[src/rtl/tile_engine_pkg.sv]
// Shared definitions for the tile engine and the pixel generator that draws its tiles.
// Holds the FSM encoding, playfield geometry defaults and the LFSR/lane helpers.
package tile_engine_pkg;

   typedef enum logic [1:0] {
      ST_IDLE = 2'd0,
      ST_PLAY = 2'd1,
      ST_OVER = 2'd2
   } state_t;

   localparam int DEF_LANES     = 6;
   localparam int DEF_SCREEN_H  = 480;
   localparam int DEF_TILE_H    = 80;
   localparam int DEF_HIT_Y     = 400;
   localparam int DEF_SPEED     = 2;
   localparam int DEF_SPAWN_GAP = 40;
   localparam int Y_W           = 10;
   localparam logic [7:0] LFSR_SEED = 8'hA5;

   // Fibonacci form, taps 8,6,5,4: feedback enters at bit 0
   function automatic logic [7:0] lfsr_step(input logic [7:0] l);
      return {l[6:0], l[7] ^ l[5] ^ l[4] ^ l[3]};
   endfunction

   function automatic logic [2:0] lane_of(input logic [7:0] l);
      return (l[2:0] < 3'd6) ? l[2:0] : l[2:0] - 3'd6;
   endfunction

endpackage

[src/rtl/tile_engine_if.sv]
// Game-side bundle between the tile engine and its environment.
// Inputs are level/pulse signals sampled on clk; there is no valid/ready handshake.
interface tile_engine_if;
   import tile_engine_pkg::*;

   logic                       frame_tick;
   logic [DEF_LANES-1:0]       btn;
   logic                       start;
   logic [DEF_LANES-1:0]       tile_active;
   logic [DEF_LANES*Y_W-1:0]   tile_y;
   logic [7:0]                 score;
   logic                       game_over;
   logic                       playing;
   state_t                     state_dbg;

   modport master (
      output frame_tick, btn, start,
      input  tile_active, tile_y, score, game_over, playing, state_dbg
   );

   modport slave (
      input  frame_tick, btn, start,
      output tile_active, tile_y, score, game_over, playing, state_dbg
   );

endinterface

[src/rtl/tile_engine_lane.sv]
// One lane: a single falling tile with its y register, hit window compare and
// advance/miss detection. Hits are judged on the pre-advance y and take priority.
module lane_tile #(
   parameter int SCREEN_H = tile_engine_pkg::DEF_SCREEN_H,
   parameter int TILE_H   = tile_engine_pkg::DEF_TILE_H,
   parameter int HIT_Y    = tile_engine_pkg::DEF_HIT_Y,
   parameter int SPEED    = tile_engine_pkg::DEF_SPEED
) (
   input  logic                         clk,
   input  logic                         rst_n,
   input  logic                         clear,
   input  logic                         en,
   input  logic                         press,
   input  logic                         frame_tick,
   input  logic                         spawn,
   output logic                         active,
   output logic [tile_engine_pkg::Y_W-1:0] y,
   output logic                         hit,
   output logic                         wrong,
   output logic                         miss
);
   import tile_engine_pkg::*;

   localparam int EXT_W = Y_W + 1;

   logic [EXT_W-1:0] y_ext, bottom, adv;
   logic             hittable, over_edge;

   // One extra bit keeps y + TILE_H and y + SPEED from wrapping
   assign y_ext     = {1'b0, y};
   assign bottom    = y_ext + EXT_W'(TILE_H);
   assign adv       = y_ext + EXT_W'(SPEED);
   assign hittable  = active && (bottom >= EXT_W'(HIT_Y)) && (y_ext < EXT_W'(SCREEN_H));
   assign over_edge = (adv >= EXT_W'(SCREEN_H));

   assign hit   = en & press & hittable;
   assign wrong = en & press & ~hittable;
   assign miss  = en & frame_tick & active & ~hit & over_edge;

   always_ff @(posedge clk or negedge rst_n) begin
      if (!rst_n) begin
         active <= 1'b0;
         y      <= '0;
      end else if (clear) begin
         active <= 1'b0;
         y      <= '0;
      end else if (en) begin
         if (hit) begin
            active <= 1'b0;
         end else if (active) begin
            if (frame_tick && !over_edge) y <= adv[Y_W-1:0];
         end else if (spawn) begin
            active <= 1'b1;
            y      <= '0;
         end
      end
   end

endmodule

[src/rtl/tile_engine.sv]
// Falling-tile rhythm game core: game FSM, press edge detection, spawn timer,
// LFSR lane picker and saturating score around six lane_tile instances.
module tile_engine #(
   parameter int LANES     = tile_engine_pkg::DEF_LANES,
   parameter int SCREEN_H  = tile_engine_pkg::DEF_SCREEN_H,
   parameter int TILE_H    = tile_engine_pkg::DEF_TILE_H,
   parameter int HIT_Y     = tile_engine_pkg::DEF_HIT_Y,
   parameter int SPEED     = tile_engine_pkg::DEF_SPEED,
   parameter int SPAWN_GAP = tile_engine_pkg::DEF_SPAWN_GAP
) (
   input  logic         clk,
   input  logic         rst_n,
   tile_engine_if.slave bus
);
   import tile_engine_pkg::*;

   localparam int CNT_W = $clog2(SPAWN_GAP);

   state_t                 state, state_nxt;
   logic                   clear, en, spawn_now;
   logic [LANES-1:0]       btn_q, press, active, hit, wrong, miss, spawn_vec;
   logic [LANES*Y_W-1:0]   y_flat;
   logic [7:0]             lfsr, score, score_nxt;
   logic [CNT_W-1:0]       spawn_cnt, spawn_cnt_nxt;
   logic [3:0]             hit_cnt;
   logic [8:0]             score_sum;

   assign en    = (state == ST_PLAY);
   assign press = bus.btn & ~btn_q;

   always_ff @(posedge clk or negedge rst_n) begin
      if (!rst_n) state <= ST_IDLE;
      else        state <= state_nxt;
   end

   always_comb begin
      state_nxt = state;
      clear     = 1'b0;
      case (state)
         ST_IDLE, ST_OVER: begin
            if (bus.start) begin
               state_nxt = ST_PLAY;
               clear     = 1'b1;
            end
         end
         ST_PLAY: begin
            if ((|wrong) || (|miss)) state_nxt = ST_OVER;
         end
         default: state_nxt = ST_IDLE;
      endcase
   end

   always_comb begin
      spawn_cnt_nxt = spawn_cnt;
      spawn_now     = 1'b0;
      hit_cnt       = '0;
      if (en && bus.frame_tick) begin
         if (spawn_cnt == CNT_W'(SPAWN_GAP - 1)) begin
            spawn_cnt_nxt = '0;
            spawn_now     = 1'b1;
         end else begin
            spawn_cnt_nxt = spawn_cnt + 1'b1;
         end
      end
      for (int i = 0; i < LANES; i++) hit_cnt = hit_cnt + {3'b000, hit[i]};
      score_sum = {1'b0, score} + {5'b00000, hit_cnt};
      if (clear) begin
         spawn_cnt_nxt = '0;
         score_nxt     = '0;
      end else if (score_sum > 9'd255) begin
         score_nxt = 8'hFF;
      end else begin
         score_nxt = score_sum[7:0];
      end
   end

   // A lane that is occupied at cycle start (even if hit now) rejects the spawn
   assign spawn_vec = spawn_now ? (LANES'(1) << lane_of(lfsr)) : {LANES{1'b0}};

   always_ff @(posedge clk or negedge rst_n) begin
      if (!rst_n) begin
         lfsr      <= LFSR_SEED;
         btn_q     <= '0;
         spawn_cnt <= '0;
         score     <= '0;
      end else begin
         lfsr      <= lfsr_step(lfsr);
         btn_q     <= bus.btn;
         spawn_cnt <= spawn_cnt_nxt;
         score     <= score_nxt;
      end
   end

   for (genvar g = 0; g < LANES; g++) begin : g_lane
      lane_tile #(
         .SCREEN_H (SCREEN_H),
         .TILE_H   (TILE_H),
         .HIT_Y    (HIT_Y),
         .SPEED    (SPEED)
      ) u_lane (
         .clk        (clk),
         .rst_n      (rst_n),
         .clear      (clear),
         .en         (en),
         .press      (press[g]),
         .frame_tick (bus.frame_tick),
         .spawn      (spawn_vec[g]),
         .active     (active[g]),
         .y          (y_flat[g*Y_W +: Y_W]),
         .hit        (hit[g]),
         .wrong      (wrong[g]),
         .miss       (miss[g])
      );
   end

   assign bus.tile_active = active;
   assign bus.tile_y      = y_flat;
   assign bus.score       = score;
   assign bus.game_over   = (state == ST_OVER);
   assign bus.playing     = (state == ST_PLAY);
   assign bus.state_dbg   = state;

endmodule

[src/flat_wrapper.sv]
// flat-port wrapper written by rule: the top's interface ports become plain ports
module tile_engine_flat import tile_engine_pkg::*;
#(
   parameter int LANES     = tile_engine_pkg::DEF_LANES,
   parameter int SCREEN_H  = tile_engine_pkg::DEF_SCREEN_H,
   parameter int TILE_H    = tile_engine_pkg::DEF_TILE_H,
   parameter int HIT_Y     = tile_engine_pkg::DEF_HIT_Y,
   parameter int SPEED     = tile_engine_pkg::DEF_SPEED,
   parameter int SPAWN_GAP = tile_engine_pkg::DEF_SPAWN_GAP
)
  (clk, rst_n, bus_frame_tick, bus_btn, bus_start, bus_tile_active, bus_tile_y, bus_score, bus_game_over, bus_playing, bus_state_dbg);
  tile_engine_if bus_i ();
  input  logic clk;
  input  logic rst_n;
  input wire logic [$bits(bus_i.frame_tick)-1:0] bus_frame_tick;
  input wire logic [$bits(bus_i.btn)-1:0] bus_btn;
  input wire logic [$bits(bus_i.start)-1:0] bus_start;
  output wire logic [$bits(bus_i.tile_active)-1:0] bus_tile_active;
  output wire logic [$bits(bus_i.tile_y)-1:0] bus_tile_y;
  output wire logic [$bits(bus_i.score)-1:0] bus_score;
  output wire logic [$bits(bus_i.game_over)-1:0] bus_game_over;
  output wire logic [$bits(bus_i.playing)-1:0] bus_playing;
  output wire logic [$bits(bus_i.state_dbg)-1:0] bus_state_dbg;
  assign bus_i.frame_tick = bus_frame_tick;
  assign bus_i.btn = bus_btn;
  assign bus_i.start = bus_start;
  assign bus_tile_active = bus_i.tile_active;
  assign bus_tile_y = bus_i.tile_y;
  assign bus_score = bus_i.score;
  assign bus_game_over = bus_i.game_over;
  assign bus_playing = bus_i.playing;
  assign bus_state_dbg = bus_i.state_dbg;
  tile_engine #(.LANES(LANES), .SCREEN_H(SCREEN_H), .TILE_H(TILE_H), .HIT_Y(HIT_Y), .SPEED(SPEED), .SPAWN_GAP(SPAWN_GAP)) u_core (.clk(clk), .rst_n(rst_n), .bus(bus_i));
endmodule
[config.mk]
export PLATFORM = sky130hd
export DESIGN_NAME = tile_engine_flat
export DESIGN_NICKNAME = d
export VERILOG_FILES = /design/src/rtl/tile_engine_pkg.sv /design/src/rtl/tile_engine_if.sv /design/src/rtl/tile_engine_lane.sv /design/src/rtl/tile_engine.sv /design/src/flat_wrapper.sv
export SDC_FILE = /design/constraint.sdc
export NUM_CORES = 1
export LEC_CHECK = 0
export CORE_ASPECT_RATIO = 1.2
export CORE_MARGIN = 1.5
export CORE_UTILIZATION = 58
export CTS_BUF_LIST = sky130_fd_sc_hd__clkbuf_8
export CTS_CLUSTER_SIZE = 24
export DETAILED_ROUTE_END_ITERATION = 8
export HOLD_SLACK_MARGIN = 0.06
export PLACE_DENSITY = 0.84
export RECOVER_POWER = 25
export SLEW_MARGIN = 0
export SYNTH_ARGS = -nofsm -noshare
export SYNTH_HDL_FRONTEND = slang
export SYNTH_SLANG_ARGS = --single-unit
[constraint.sdc]
create_clock -name clk -period 4.9 [get_ports clk]
set_input_delay 0.98 -clock clk [delete_from_list [all_inputs] [get_ports clk]]
set_output_delay 0.98 -clock clk [all_outputs]
set_load 0.05 [all_outputs]
# Word level (Yosys, flattened, before mapping)
# Index checks and enable logic that the tools add are counted.
dict set report word_totals {
  register_bits 96
  word_cells 254
  input_bits 10
}
dict set report classes {
  magnitude_cmp 20
  n_eq_ne 17
  n_shift 1
  n_mux 80
  reduce_logical 45
  bitwise 54
  add_sub_neg 20
}
# operator count
set ops {}
lappend ops {{2-to-1 mux 10 bit} 36}
lappend ops {{greater-or-equal comparator 11 x 9 -> 1 bit (second input constant)} 12}
lappend ops {{adder 10 x 2 -> 11 bit (second input constant)} 6}
lappend ops {{adder 10 x 7 -> 11 bit (second input constant)} 6}
lappend ops {{less-than comparator 10 x 9 -> 1 bit (second input constant)} 6}
lappend ops {{AND 1 bit} 37}
lappend ops {{2-to-1 mux 1 bit} 34}
lappend ops {{2-to-1 mux 6 bit} 4}
lappend ops {{AND reduction 4 bit} 6}
lappend ops {{logical AND 1 bit} 19}
lappend ops {{!= test 3 x 1 -> 1 bit (second input constant)} 6}
lappend ops {{nonzero test 3 bit} 6}
lappend ops {{adder 4 x 1 -> 4 bit} 4}
lappend ops {{2-to-1 mux 8 bit} 2}
lappend ops {{!= test 2 x 1 -> 1 bit (second input constant)} 6}
lappend ops {{NOT 1 bit} 12}
lappend ops {{OR reduction 6 bit} 2}
lappend ops {{adder 8 x 4 -> 9 bit} 1}
lappend ops {{> comparator 9 x 8 -> 1 bit (second input constant)} 1}
lappend ops {{adder 6 x 1 -> 6 bit (second input constant)} 1}
lappend ops {{AND 6 bit} 1}
lappend ops {{== test 6 bit (second input constant)} 1}
lappend ops {{logical NOT 1 bit} 6}
lappend ops {{NOT 6 bit} 1}
lappend ops {{16 further kinds} 21}

# Logic depth before layout (Yosys ltp)
# Gate-level depths: netlist of the first run.
dict set report depth {
  ltp_word 14
  mapped_depth 20
  mapped_depth_nobuf 19
}

# Modules after synthesis
# A second synthesis of the first run with hierarchy kept.
dict set report hier_totals {
  cells_unflattened 758
  area_unflattened_um2 6626.4
}
# module instances area_per_inst_um2 seq_area_each_um2 cells_each
set by_module_without_submodules {}
lappend by_module_without_submodules {lane_tile 6 865.8 250.2 104}
lappend by_module_without_submodules {tile_engine 1 1431.4 755.7 134}

# Worst setup path before layout of the first run
# Ideal clock, no wire load.
dict set report synth_timing {
  kind {reg2reg}
  from {register u_core.g_lane[1].u_lane.y[4] (netlist bit)}
  to {register u_core.score[7], in the netlist u_core.bus.score[7]}
  arrival_ps 4688
  path_stages_with_launch 19
  n_path_buf 1
  setup_slack_ps 118
  path_cell_list {dfrtp_1 ha_1 nor4b_1 nand2_1 o211ai_1 nor3_1 clkbuf_1 ha_1 inv_1 fa_1 fa_1 fa_1 inv_1 ha_1 a21o_1 a21oi_1 nor2b_1 and3b_1 a211oi_1}
}
dict set report synth_via {
  elab_chain_cells 14
  elab_cells_between_ends 15
}
# element line_no
set synth_rtl {}
lappend synth_rtl {{from (decl)} tile_engine_lane.sv:17} ;# output logic [tile_engine_pkg::Y_W-1:0] y,
lappend synth_rtl {{from (signal assigned)} tile_engine_lane.sv:51} ;# if (frame_tick && !over_edge) y <= adv[Y_W-1:0];
lappend synth_rtl {{adder 10 x 7 -> 11 bit} tile_engine_lane.sv:31} ;# assign bottom = y_ext + EXT_W'(TILE_H);
lappend synth_rtl {{greater-or-equal comparator 11 x 9 -> 1 bit} tile_engine_lane.sv:33} ;# assign hittable = active && (bottom >= EXT_W'(HIT_Y)) && (y_ext < EXT_W'(SCREEN_H));
lappend synth_rtl {{logical AND 1 bit} tile_engine_lane.sv:33}
lappend synth_rtl {{logical AND 1 bit *} tile_engine_lane.sv:33}
lappend synth_rtl {{AND 1 bit *} tile_engine_lane.sv:36} ;# assign hit = en & press & hittable;
lappend synth_rtl {{adder 1 x 1 -> 2 bit *} tile_engine.sv:65} ;# for (int i = 0; i < LANES; i++) hit_cnt = hit_cnt + {3'b000, hit[i]};
lappend synth_rtl {{adder 4 x 1 -> 4 bit * (4 in series)} tile_engine.sv:65}
lappend synth_rtl {{adder 8 x 4 -> 9 bit *} tile_engine.sv:66} ;# score_sum = {1'b0, score} + {5'b00000, hit_cnt};
lappend synth_rtl {{> comparator 9 x 8 -> 1 bit} tile_engine.sv:70} ;# end else if (score_sum > 9'd255) begin
lappend synth_rtl {{2-to-1 mux 8 bit *} tile_engine.sv:70}
lappend synth_rtl {{2-to-1 mux 8 bit *} tile_engine.sv:67} ;# if (clear) begin
lappend synth_rtl {{net u_core.score_nxt[7]} tile_engine.sv:23} ;# logic [7:0] lfsr, score, score_nxt;
lappend synth_rtl {{to (signal assigned)} tile_engine.sv:90} ;# score <= score_nxt;
lappend synth_rtl {{to (decl)} tile_engine.sv:23}
# The timed path passes the listed nets; every way through them passes the cells marked *.
# A chain may end at the register's enable or synchronous reset.

# Worst setup path in the final report of the first run
dict set report layout_timing {
  from {input port bus_btn[0]}
  to {register u_core.score[6], in the netlist u_core.bus.score[6]}
}
dict set report layout_via {
  elab_chain_cells 12
}
# element line_no
set layout_rtl {}
lappend layout_rtl {{from (decl)} flat_wrapper.sv:16} ;# input wire logic [$bits(bus_i.btn)-1:0] bus_btn;
lappend layout_rtl {{AND 6 bit *} tile_engine.sv:29} ;# assign press = bus.btn & ~btn_q;
lappend layout_rtl {{AND 1 bit * (2 in series)} tile_engine_lane.sv:36}
lappend layout_rtl {{adder 1 x 1 -> 2 bit *} tile_engine.sv:65}
lappend layout_rtl {{adder 4 x 1 -> 4 bit * (4 in series)} tile_engine.sv:65}
lappend layout_rtl {{adder 8 x 4 -> 9 bit *} tile_engine.sv:66}
lappend layout_rtl {{> comparator 9 x 8 -> 1 bit} tile_engine.sv:70}
lappend layout_rtl {{2-to-1 mux 8 bit *} tile_engine.sv:70}
lappend layout_rtl {{2-to-1 mux 8 bit *} tile_engine.sv:67}
lappend layout_rtl {{net u_core.score_nxt[6]} tile_engine.sv:23}
# Marks and branches as above.

==> results.sh, run 1 <==
export IMPL_synth_common_cells="dfrtp_1 (86), nand2_1 (67), a21oi_1 (53)"
export IMPL_period_needed_ps=4670
export IMPL_ant_nets=0
export IMPL_synthCells=745
export IMPL_ctsHoldBuffers=0
export IMPL_grt_usage_pct=28.8
export IMPL_first_global_vias=5854
export IMPL_power_density_nw_per_um2=229
export IMPL_synth_ff_type="dfrtp_1"
export IMPL_maxCapViolCount=1
export IMPL_synth_xor_area_share_pct=4.20
export IMPL_synthSimpleGateAreaFrac_pct=26.8
export IMPL_cellLeakagePower_nw=3.05
export IMPL_pwr_share_clk_pct=36.6
export IMPL_fin_cells=941
export IMPL_core_region_area_um2=10900
export IMPL_cp_max_fo=4
export IMPL_clock_skew_ps=11.0
export IMPL_worst_setup_path_type="in -> reg"
export IMPL_min_path_type="reg -> reg"
export IMPL_die_h_um=119
export IMPL_outcome="complete, but fails checks"
export IMPL_yosysUniqueCellTypes=89
export IMPL_synth_mux_area_fraction_pct=0.465
export IMPL_violations="max-capacitance violations, max-slew violations"
export IMPL_grt_busiest_layer="met2"
export IMPL_end_kind="flop"
export IMPL_globalRouteOverflowTotal=0
export IMPL_p_seq_share_pct=44.5
export IMPL_syn_area_um2=6460
export IMPL_port_buffers=81
export IMPL_required_ps=5150
export IMPL_rsz0062_at_grt="false"
export IMPL_synth_edf_count=0
export IMPL_drc=0
export IMPL_cts_buffer_depth=2
export IMPL_yosysSeqAreaShare_pct=34.9
export IMPL_wl_um=16500
export IMPL_antenna_found_initial=0
export IMPL_ys_async_sr_fraction_pct=100
export IMPL_finalHoldViolCount=0
export IMPL_power_frac_comb_pct=18.9
export IMPL_worstPathArrival_ps=4920
export IMPL_diodes=0
export IMPL_synthAdderAreaFrac_pct=5.69
export IMPL_drive_above_1_share_pct=8.16
export IMPL_n_fill_cell=856
export IMPL_area_delta_synth_final_pct=16.9
export IMPL_hpwl_um=11600
export IMPL_synth_compound_area_share_pct=21.3
export IMPL_yosysTopAreaCell="dfrtp_1"
export IMPL_grtUsageMet2_pct=48.0
export IMPL_use_met3_pct=4.61
export IMPL_die_x_um=99.4
export IMPL_critPathLaunchType="input port"
export IMPL_grt_max_degree=69
export IMPL_setup_viol=0
export IMPL_hold_ws_ps=358
export IMPL_p_sw_mw=0.523
export IMPL_ys_warnings_count=0
export IMPL_tightest_slew_ps=1780
export IMPL_avgSynthCellArea_um2=8.68
export IMPL_use_met1_pct=37.4
export IMPL_first_pass_iters=6
export IMPL_std_cell_rows=42
export IMPL_dp_cells=925
export IMPL_grt_pass1_wl_um=27800
export IMPL_fin_crit_sh_pct=95.4
export IMPL_cts_tree="yes"
export IMPL_synth_top_family_by_area="simple AND/OR/NAND/NOR gates"
export IMPL_htree_levels=3
export IMPL_report_final_slew_viol_count=69
export IMPL_insertion_delay_ps=370
export IMPL_io_pins=88
export IMPL_switching_share_pct=30.2
export IMPL_die_area_um2=11800
export IMPL_gp_congestion=0.920
export IMPL_finalNetCount=841
export IMPL_peakVddDrop_mv=0.150
export IMPL_drtIter0Drc=538
export IMPL_synth_top_cells_by_area="dfrtp_1 (33%), ha_1 (4.5%), a21oi_1 (4.1%)"
export IMPL_initial_core_util_pct=59.1
export IMPL_clock_sinks=90
export IMPL_synth_top_area_share_pct=33.3
export IMPL_numCtsBuffers=9
export IMPL_max_slew_margin_pct=-18.7
export IMPL_intPower_mw=1.21
export IMPL_yosys_cell_count_top_type="dfrtp_1"
export IMPL_vias_per_cell=6.47
export IMPL_ys_ff_latch=90
export IMPL_routedWlPerCell_um=17.5
export IMPL_num_vias=6089
export IMPL_cts_root_buf="clkbuf_8"
export IMPL_fmax_mhz=214
export IMPL_path_clk_slew_ps=90
-- cell type report --
class                      instances  area (um^2)  area share (%)
clock buffer                      11          151            2.00
clock inverter                     5          100            1.32
inverter                          37          139            1.84
multi-input combinational        571         3830            50.7
sequential                        90         2260            29.9
tap                              132          165            2.19
timing repair buffer              95          911            12.1
-- placed cells by master, fill, tap and decap left out, drive strengths merged, types with 20 or more instances in the layout --
cell	instances
dfrtp	86
clkdlybuf4s50	75
nand2	68
a21oi	54
nand3	48
nor2	43
inv	37
ha	23
o21ai	21
xnor2	20
a31oi	20
-- per-stage QoR --
step | area [um^2] | utilization (%) | worst slack (ps) | total power, mW | setup TNS (ps)
2_1_floorplan | 6480 | - | 118 | 0.992 | 0
3_3_place_gp | 7270 | 66.6 | -74.8 | 1.10 | -115
3_5_place_dp | 7270 | 66.6 | -247 | 1.11 | -1800
4_1_cts | 7530 | 68.9 | 136 | 1.74 | 0
5_1_grt | 7560 | 69.1 | 9.59 | 1.79 | 0
6_report | 7560 | 69.1 | 226 | 1.73 | 0
-- registers in the layout (all words and copies together), names as in the netlist --
signal	count
u_core.g_lane.u_lane.active	6
u_core.spawn_cnt	6
u_core.btn_q	6
u_core.bus.state_dbg	2
u_core.bus.score	8
u_core.lfsr	8
u_core.g_lane.u_lane.y	54
-- logic make-up after synthesis --
family / Yosys count
and+or+nand+nor: 310
AOI/OAI and AO/OA: 194
DFF: 90
buffers and inverters: 89
xor gates and xnor gates: 31
adders and majority gates: 27
muxes: 3
other: 1
-- worst paths after layout --
check	slack, ps	endpoint	cells past startpoint	start
max in group asynchronous	2590	u_core.lfsr[7]	2	rst_n
worst min register to register	360	u_core.lfsr[7]	0	u_core.lfsr[6]
worst max register to register	230	u_core.bus.score[6]	17	u_core.g_lane[0].u_lane.y[4]
min in group asynchronous	1080	u_core.g_lane[3].u_lane.y[1]	1	rst_n
worst min-delay path	360	u_core.lfsr[7]	0	u_core.lfsr[6]
worst max-delay path	230	u_core.bus.score[6]	16	bus_btn[0]
-- what timing repair did --
action | in CTS | in global routing
gates resized for setup | 0 | 7
endpoints found under the setup margin | 0 | 8
setup buffers | 0 | 0
-- critical path, cell delays in order --
cell             delay, ps
clkdlybuf4s50_1        420
nor3b_2                170
and3_1                 190
and2_1                 170
ha_1                   270
inv_1                   50
fa_1                   510
fa_1                   490
fa_1                   520
inv_1                   80
fa_1                   420
a21oi_1                170
nor2b_1                120
nand3_1                110
mux2i_1                190
nor2_1                  60
-- power groups by stage --
stage	registers, mW	clock network (mW)	logic (mW)
2_1_floorplan	0.810	0	0.182
3_3_place_gp	0.784	0	0.320
3_5_place_dp	0.785	0	0.325
4_1_cts	0.770	0.643	0.325
5_1_grt	0.773	0.672	0.350
6_report	0.771	0.633	0.327
-- per-layer routing --
metal  vias up  part of all wire [%]
li1       2877                     -
met2       238                    51
met4         0                   1.7
met1      2944                    42
met3        30                   5.2
met5         -                     0
No activity file was read; power rests on OpenSTA's default activity.
==> run 2: changes to the inputs <==
Settings changed: GPL_ROUTABILITY_DRIVEN set to 0.
==> results of run 2 <==
Final layout, timing and power as in run 1 (identical DEF).
==> RTL edit 1 (config.mk and constraints of run 2) <==
Change the package constant `Y_W` from 10 to 20.
--- a/src/rtl/tile_engine_pkg.sv
+++ b/src/rtl/tile_engine_pkg.sv
@@ -16,3 +16,3 @@
    localparam int DEF_SPAWN_GAP = 40;
-   localparam int Y_W           = 10;
+   localparam int Y_W           = 20;
    localparam logic [7:0] LFSR_SEED = 8'hA5;
Ports: changed (resized bus_tile_y); port bits go from 88 to 148. The function was not compared with the original's and may differ.
==> RTL edit 1 against run 2 <==
Setup slack worse by 0.22 ns. Critical path type is now reg -> reg. Synthesized cell count up 76%. Power up 52%. Design area up 79%. Wire length up 87%. Die area up 70%. Clock skew up 0.0019 ns. The flow still finishes with violations (capacitance limit, slew limit). Synthesized area up 72%. Sequential cell count up 60. Clock power up 50%.
==> RTL edit 1: results (changes against run 2) <==
Outcome
  • Status: finished with violations
  • Failing checks: capacitance limit, slew limit

Global routing
  • Largest net degree at the start of global routing: 96 (+39%)
  • GRT Total Usage: 0.308 (+0.0206)
  • Initial antenna violation count: 0 (unchanged)
  • Vias in the first global route: 10100 (+73%)
  • First-pass GRT wire length: 50100 um (+80%)

Placed design
  • Placed Area: 12800 um2 (+76%)
  • # port buffers: 141 (+74%)
  • Post-detail-place hpwl: 21100 um (+81%)

Synth
  • Most instantiated cells after synthesis: 146 x dfrtp_1, 97 x nand2_1, 80 x nor2_1
  • Yosys cell types: 99 (+11%)
  • Ranking of synthesized cells by area: dfrtp_1 33%, nand2_1 3.3%, nor3_1 3.2%
  • Synth Area in Compound Gates: 0.175 (-0.0380)
  • Synth Area in Adders: 0.0387 (-0.0182)
  • Proportion of synthesized area in mux cells: 0.0267 (+0.0220)
  • Primary FF master, synth: dfrtp_1
  • Post-synthesis sequential area ratio: 0.338 (-0.0114)
  • Synth Area in XOR/XNOR: 0.0315 (-0.0105)

Layout
  • Largest registers: u_core.g_lane.u_lane.y (114), u_core.bus.score (8), u_core.lfsr (8)
  • Final #Nets: 1478 (+76%)
  • Fraction of final layout cells with drive strength greater than 1: 0.150 (+0.0682)
  • Antenna diodes: 0 (unchanged)

Min path
  • Worst hold path type: reg -> reg

Worst setup path
  • Crit path largest cell delay: 0.51 ns
  • CP max-delay cell: fa_1
  • R2R cell count: 21 (+4)
  • CP Data Arrival Time: 5.27 ns (+0.35 ns)

Drt
  • Vias per std cell: 6.44 (-0.49%)
  • DR iter-0 viols: 822 (+53%)
  • Pre-antenna DRT Iters: 5 (-1)
  • Final Routed Wirelength: 30800 um (+87%)

CTS
  • Worst skew pair latency: 0.46 ns (+0.09 ns)
  • Num CTS Buffers: 17 (+8)
  • Clock Path Buffers: 2 (unchanged)
  • # H-tree levels: 4 (+1)

Run
  • Max-cap violations: 1 (unchanged)

STA
  • Slew HR: -0.595 (-0.408)
  • Clock skew: 0.0130 ns (+0.00195 ns)
  • Max-slew violation count: 96 (+39%)

Power
  • Sw Share: 0.310 (+0.00780)
  • VDD IR max: 376 uV (+150%)
  • Leak pwr: 5.36 nW (+76%)
-- RTL edit 1: worst paths after layout --
kind                                              start                             to  slack [ns]
min reg2reg                              u_core.lfsr[6]                 u_core.lfsr[7]        0.36
max                        u_core.g_lane[0].u_lane.y[4]            u_core.bus.score[5]       0.008
max in group asynchronous                         rst_n  u_core.g_lane[0].u_lane.y[13]        2.09
min in group asynchronous                         rst_n  u_core.g_lane[1].u_lane.y[11]        1.24
max reg2reg                u_core.g_lane[0].u_lane.y[4]            u_core.bus.score[5]       0.008
min                                      u_core.lfsr[6]                 u_core.lfsr[7]        0.36
-- RTL edit 1: logic make-up (layout without fill, tap and decap cells) --
| group | Yosys count | after routing |
|---|---|---|
| and+or+nand+nor | 634 | 634 |
| AOI/OAI and AO/OA | 271 | 271 |
| buffers and inverters | 156 | 287 |
| DFF | 150 | 150 |
| xor gates and xnor gates | 40 | 40 |
| adders and majority gates | 32 | 32 |
| muxes | 29 | 29 |
| other | 1 | 6 |
-- RTL edit 1: power by group through the flow --
stage | Clock (mW) | Sequential, mW | Combinational (mW)
5_1_grt | 1.02 | 1.27 | 0.436
3_3_place_gp | 0 | 1.29 | 0.396
2_1_floorplan | 0 | 1.32 | 0.219
6_report | 0.951 | 1.27 | 0.406
4_1_cts | 0.959 | 1.27 | 0.402
3_5_place_dp | 0 | 1.29 | 0.401
-- RTL edit 1: cell type report --
class | count | area, um2
clock inverters | 14 | 138
clock buffers | 18 | 248
well taps | 256 | 320
multi-input cells | 1012 | 6900
flip-flops and latches | 150 | 3780
fillers | 1442 | 5360
inverters | 41 | 154
repair buffers | 214 | 1960
-- RTL edit 1: stage by stage --
stage                     std cells   util  worst slack, ns  total power, mW
after floorplan                1318      -           0.0251             1.53
after global placement         1662  0.680           -0.324             1.69
after detailed placement       1662  0.680           -0.469             1.69
after CTS                      1699  0.705          0.00541             2.63
after global routing           1705  0.716          -0.0913             2.72
final                          1705  0.716          0.00831             2.63
-- RTL edit 1: per-layer routing --
metal	GRT usage	routed length, um	up-vias
met5	0	0	-
met4	0.144	1150	0
met3	0.0443	2000	103
met2	0.506	15100	531
met1	0.401	12500	5227
li1	-	-	5118
-- RTL edit 1: timing repair --
action | 4_1_cts | 5_1_grt
setup buffers | 5 | 6
gates resized for setup | 13 | 38
pin swaps | 15 | 20
endpoints found under the setup margin | 8 | 8
hold endpoints to repair | 0 | 0
gates cloned | 0 | 0
-- RTL edit 1: worst reg2reg max path, delay by kind of cell, from the launching register on --
family	cells	cell delay, ns
adder cells (fa/ha/maj)	6	2.15
AO/OA/AOI/OAI	6	1.00
AND/OR/NAND/NOR	5	0.78
flip-flops	1	0.44
buffers and inverters	3	0.28
XOR/XNOR	1	0.15
==> RTL edit 2 (settings of run 2) <==
Made on the original files. Make the reset (`rst_n`) synchronous in 3 clocked blocks.
--- a/src/rtl/tile_engine_lane.sv
+++ b/src/rtl/tile_engine_lane.sv
@@ -39,3 +39,3 @@
 
-   always_ff @(posedge clk or negedge rst_n) begin
+   always_ff @(posedge clk) begin
       if (!rst_n) begin
--- a/src/rtl/tile_engine.sv
+++ b/src/rtl/tile_engine.sv
@@ -30,3 +30,3 @@
 
-   always_ff @(posedge clk or negedge rst_n) begin
+   always_ff @(posedge clk) begin
       if (!rst_n) state <= ST_IDLE;
@@ -79,3 +79,3 @@
 
-   always_ff @(posedge clk or negedge rst_n) begin
+   always_ff @(posedge clk) begin
       if (!rst_n) begin
Check against the original RTL: differs if rst_n is asserted again (counterexample within 4 cycles, from zero or initial values and one cycle with rst_n low); with rst_n held inactive, the same outputs for 4 cycles.
==> RTL edit 2 against run 2 <==
Synthesized area down 7.8%. Setup slack gained 0.037 ns. Design area decreased by 8.2%. Global-route usage shrank 0.57 points. Sequential cell count is the same. Wire length fell by 8.8%. Critical endpoint is now u_core.bus.score[7].
Power is not compared: it rests on default switching activity, and its combinational part moved more than twofold at a synthesized area within 25%.
==> RTL edit 2: results (changes against run 2) <==
Outcome
  • Status: finished clean

Worst setup path
  • Critical Path Sink: u_core.bus.score[7]
  • CP Max Fanout: 7 (+3)
  • Critical Path Start Type: flip-flop
  • Top Family by Delay on Critical Path: adder cells
  • CP max-delay cell: fa_1
  • R2r startpoint: u_core.g_lane[0].u_lane.y[5]
  • R2R cell count: 20 (+3)
  • Crit path largest cell delay: 0.52 ns (about the same)
  • FF-to-FF setup slack: 0.26 ns (+0.04 ns)
  • CP Data Arrival Time: 4.92 ns (about the same)

Power
  • Leak pwr: 2.46 nW
  • VDD IR max: 140 uV

Placed design
  • Post-detail-place hpwl: 11100 um (-4.7%)
  • Placed cell count: 891 (-3.7%)
  • # port buffers: 81 (unchanged)

Synth
  • Post-synthesis sequential area ratio: 0.302 (-0.0469)
  • Ranking of synthesized cells by area: dfxtp_1 30%, ha_1 4.8%, xnor2_1 3.4%
  • Mean post-synth cell area: 8.21 um2 (-5.4%)
  • Most instantiated cells after synthesis: 90 x dfxtp_1, 45 x nand2_1, 45 x nor2_1
  • Total number of yosys warnings: 0 (unchanged)
  • Yosys cell types: 89 (unchanged)
  • Primary FF master, synth: dfxtp_1
  • Asr flop ratio synth: 0 (-1.00)

Min path
  • Cells on Worst Hold Path: 1 (+1)
  • Hold Startpoint: u_core.lfsr[6]
  • Hold Crit Endpoint: u_core.lfsr[7]
  • Worst hold path type: reg -> reg

CTS
  • Worst skew pair latency: 0.38 ns
  • Clock Path Buffers: 2 (unchanged)
  • Hold bufs inserted after CTS: 0 (unchanged)
  • Num CTS Buffers: 9 (unchanged)
  • CTS Root Cell: clkbuf_8
  • # Post-CTS Setup Buffers: 0 (unchanged)
  • Clk slew on worst S/H paths: 0.10 ns
  • # H-tree levels: 3 (unchanged)
  • Post-cts sizing count: 2 (+2)

Drt
  • Wirelength per Cell: 16.6 um (-5.6%)
  • DR vias: 5696 (-6.5%)
  • Pre-antenna DRT Iters: 6 (unchanged)
  • DR iter-0 viols: 308 (-43%)
  • Final Routed Wirelength: 15100 um (-8.8%)

STA
  • Slew @ Worst Pin: 1.03 ns (-0.749 ns)
  • Final setup fails: 0 (unchanged)
  • Clock skew: 0.00968 ns (-0.00134 ns)

Global routing
  • GRT Total Usage: 0.282 (-0.00567)
  • Largest net degree at the start of global routing: 21 (-70%)
  • First-pass GRT wire length: 24700 um (-11%)
  • Grt total ovfl: 0 (unchanged)
  • Initial antenna violation count: 0 (unchanged)
  • Vias in the first global route: 5220 (-11%)

Layout
  • Final #Nets: 815 (-3.1%)
  • Largest registers: u_core.g_lane.u_lane.y (54), u_core.bus.score (8), u_core.lfsr (8)
  • Commonest non-fill, non-tap cell in the layout: dfxtp_1
  • Fraction of final layout cells with drive strength greater than 1: 0.0754 (-0.00623)
  • Antenna diodes: 0 (unchanged)
==> RTL edit 2: cell types whose count changed in the layout (fill, tap and decap cells not counted), moves of 8 or more <==
| cell | run 2 | this run |
|---|---|---|
| nand3_1 | 47 | 29 |
| nor2b_1 | 17 | 9 |
| dlygate4sd3_1 | 5 | 16 |
| nor3_1 | 12 | 21 |
| or4b_1 | 8 | 0 |
| nand2_1 | 67 | 45 |
| dfrtp_1 | 85 | 0 |
| a21oi_1 | 53 | 34 |
| clkdlybuf4s50_1 | 75 | 65 |
| dfxtp_1 | 0 | 87 |
| a31oi_1 | 19 | 10 |
| o21ai_1 | 10 | 21 |
==> RTL edit 2: stage by stage <==
stage | hold WS [ns] | area (um2) | setup WS, ns
2_1_floorplan | 0.386 | 5980 | 0.00151
4_1_cts | 0.450 | 6910 | 0.0398
3_3_place_gp | 0.392 | 6730 | 0.0529
5_1_grt | 0.470 | 6940 | 0.0604
6_report | 0.439 | 6940 | 0.263
3_5_place_dp | 0.429 | 6730 | -0.112
==> RTL edit 2: per-layer routing <==
metal  routed length [um]  part of all wire  GRT usage  vias to the layer above
met5                    0                 0          0                        -
met4                  295             0.020     0.0951                        0
met3                  594             0.039     0.0380                       25
met2                 7540              0.50      0.481                      151
met1                 6620              0.44      0.361                     2769
li1                     -                 -          -                     2751
==> RTL edit 2: worst reg2reg max path: stages (launching register included) <==
cell     delay (ns)
dfxtp_4        0.40
inv_1          0.08
ha_1           0.19
nor4b_1        0.14
or4_4          0.49
a21oi_2        0.18
nor2_1         0.10
ha_1           0.28
inv_1          0.05
fa_1           0.52
inv_1          0.05
fa_1           0.41
inv_1          0.07
fa_1           0.45
inv_1          0.08
ha_1           0.23
a21o_1         0.19
a21oi_2        0.15
nor2_1         0.08
and3_1         0.20
o211a_1        0.20
==> RTL edit 2: kinds of logic (layout without fill, tap and decap cells) <==
family / Yosys count / count (layout) / synth area share
flip-flops: 90 / 90 / 0.302
AO/OA/AOI/OAI: 175 / 175 / 0.211
buffers and inverters: 96 / 148 / 0.0752
AND/OR/NAND/NOR: 297 / 297 / 0.289
XOR/XNOR: 34 / 34 / 0.0500
multiplexers: 6 / 6 / 0.0107
other: 1 / 6 / 0.000629
adder cells (fa/ha/maj): 27 / 27 / 0.0617
==> RTL edit 2: power breakdown <==
part	total, mW	leakage [nW]	switching [mW]	internal (mW)
combinational	0.143	1.65	0.0969	0.0460
clock	0.483	0.0847	0.285	0.198
sequential	0.751	0.732	0.00915	0.742
total	1.38	2.46	0.391	0.986
==> RTL edit 2: area by class of cell <==
class                   count  area [um2]
flip-flops and latches     90        1810
inverters                  38         143
clock inverters             6        41.3
repair buffers             94         901
fillers                   812        3070
well taps                 126         158
clock buffers              10         138
multi-input cells         545        3740
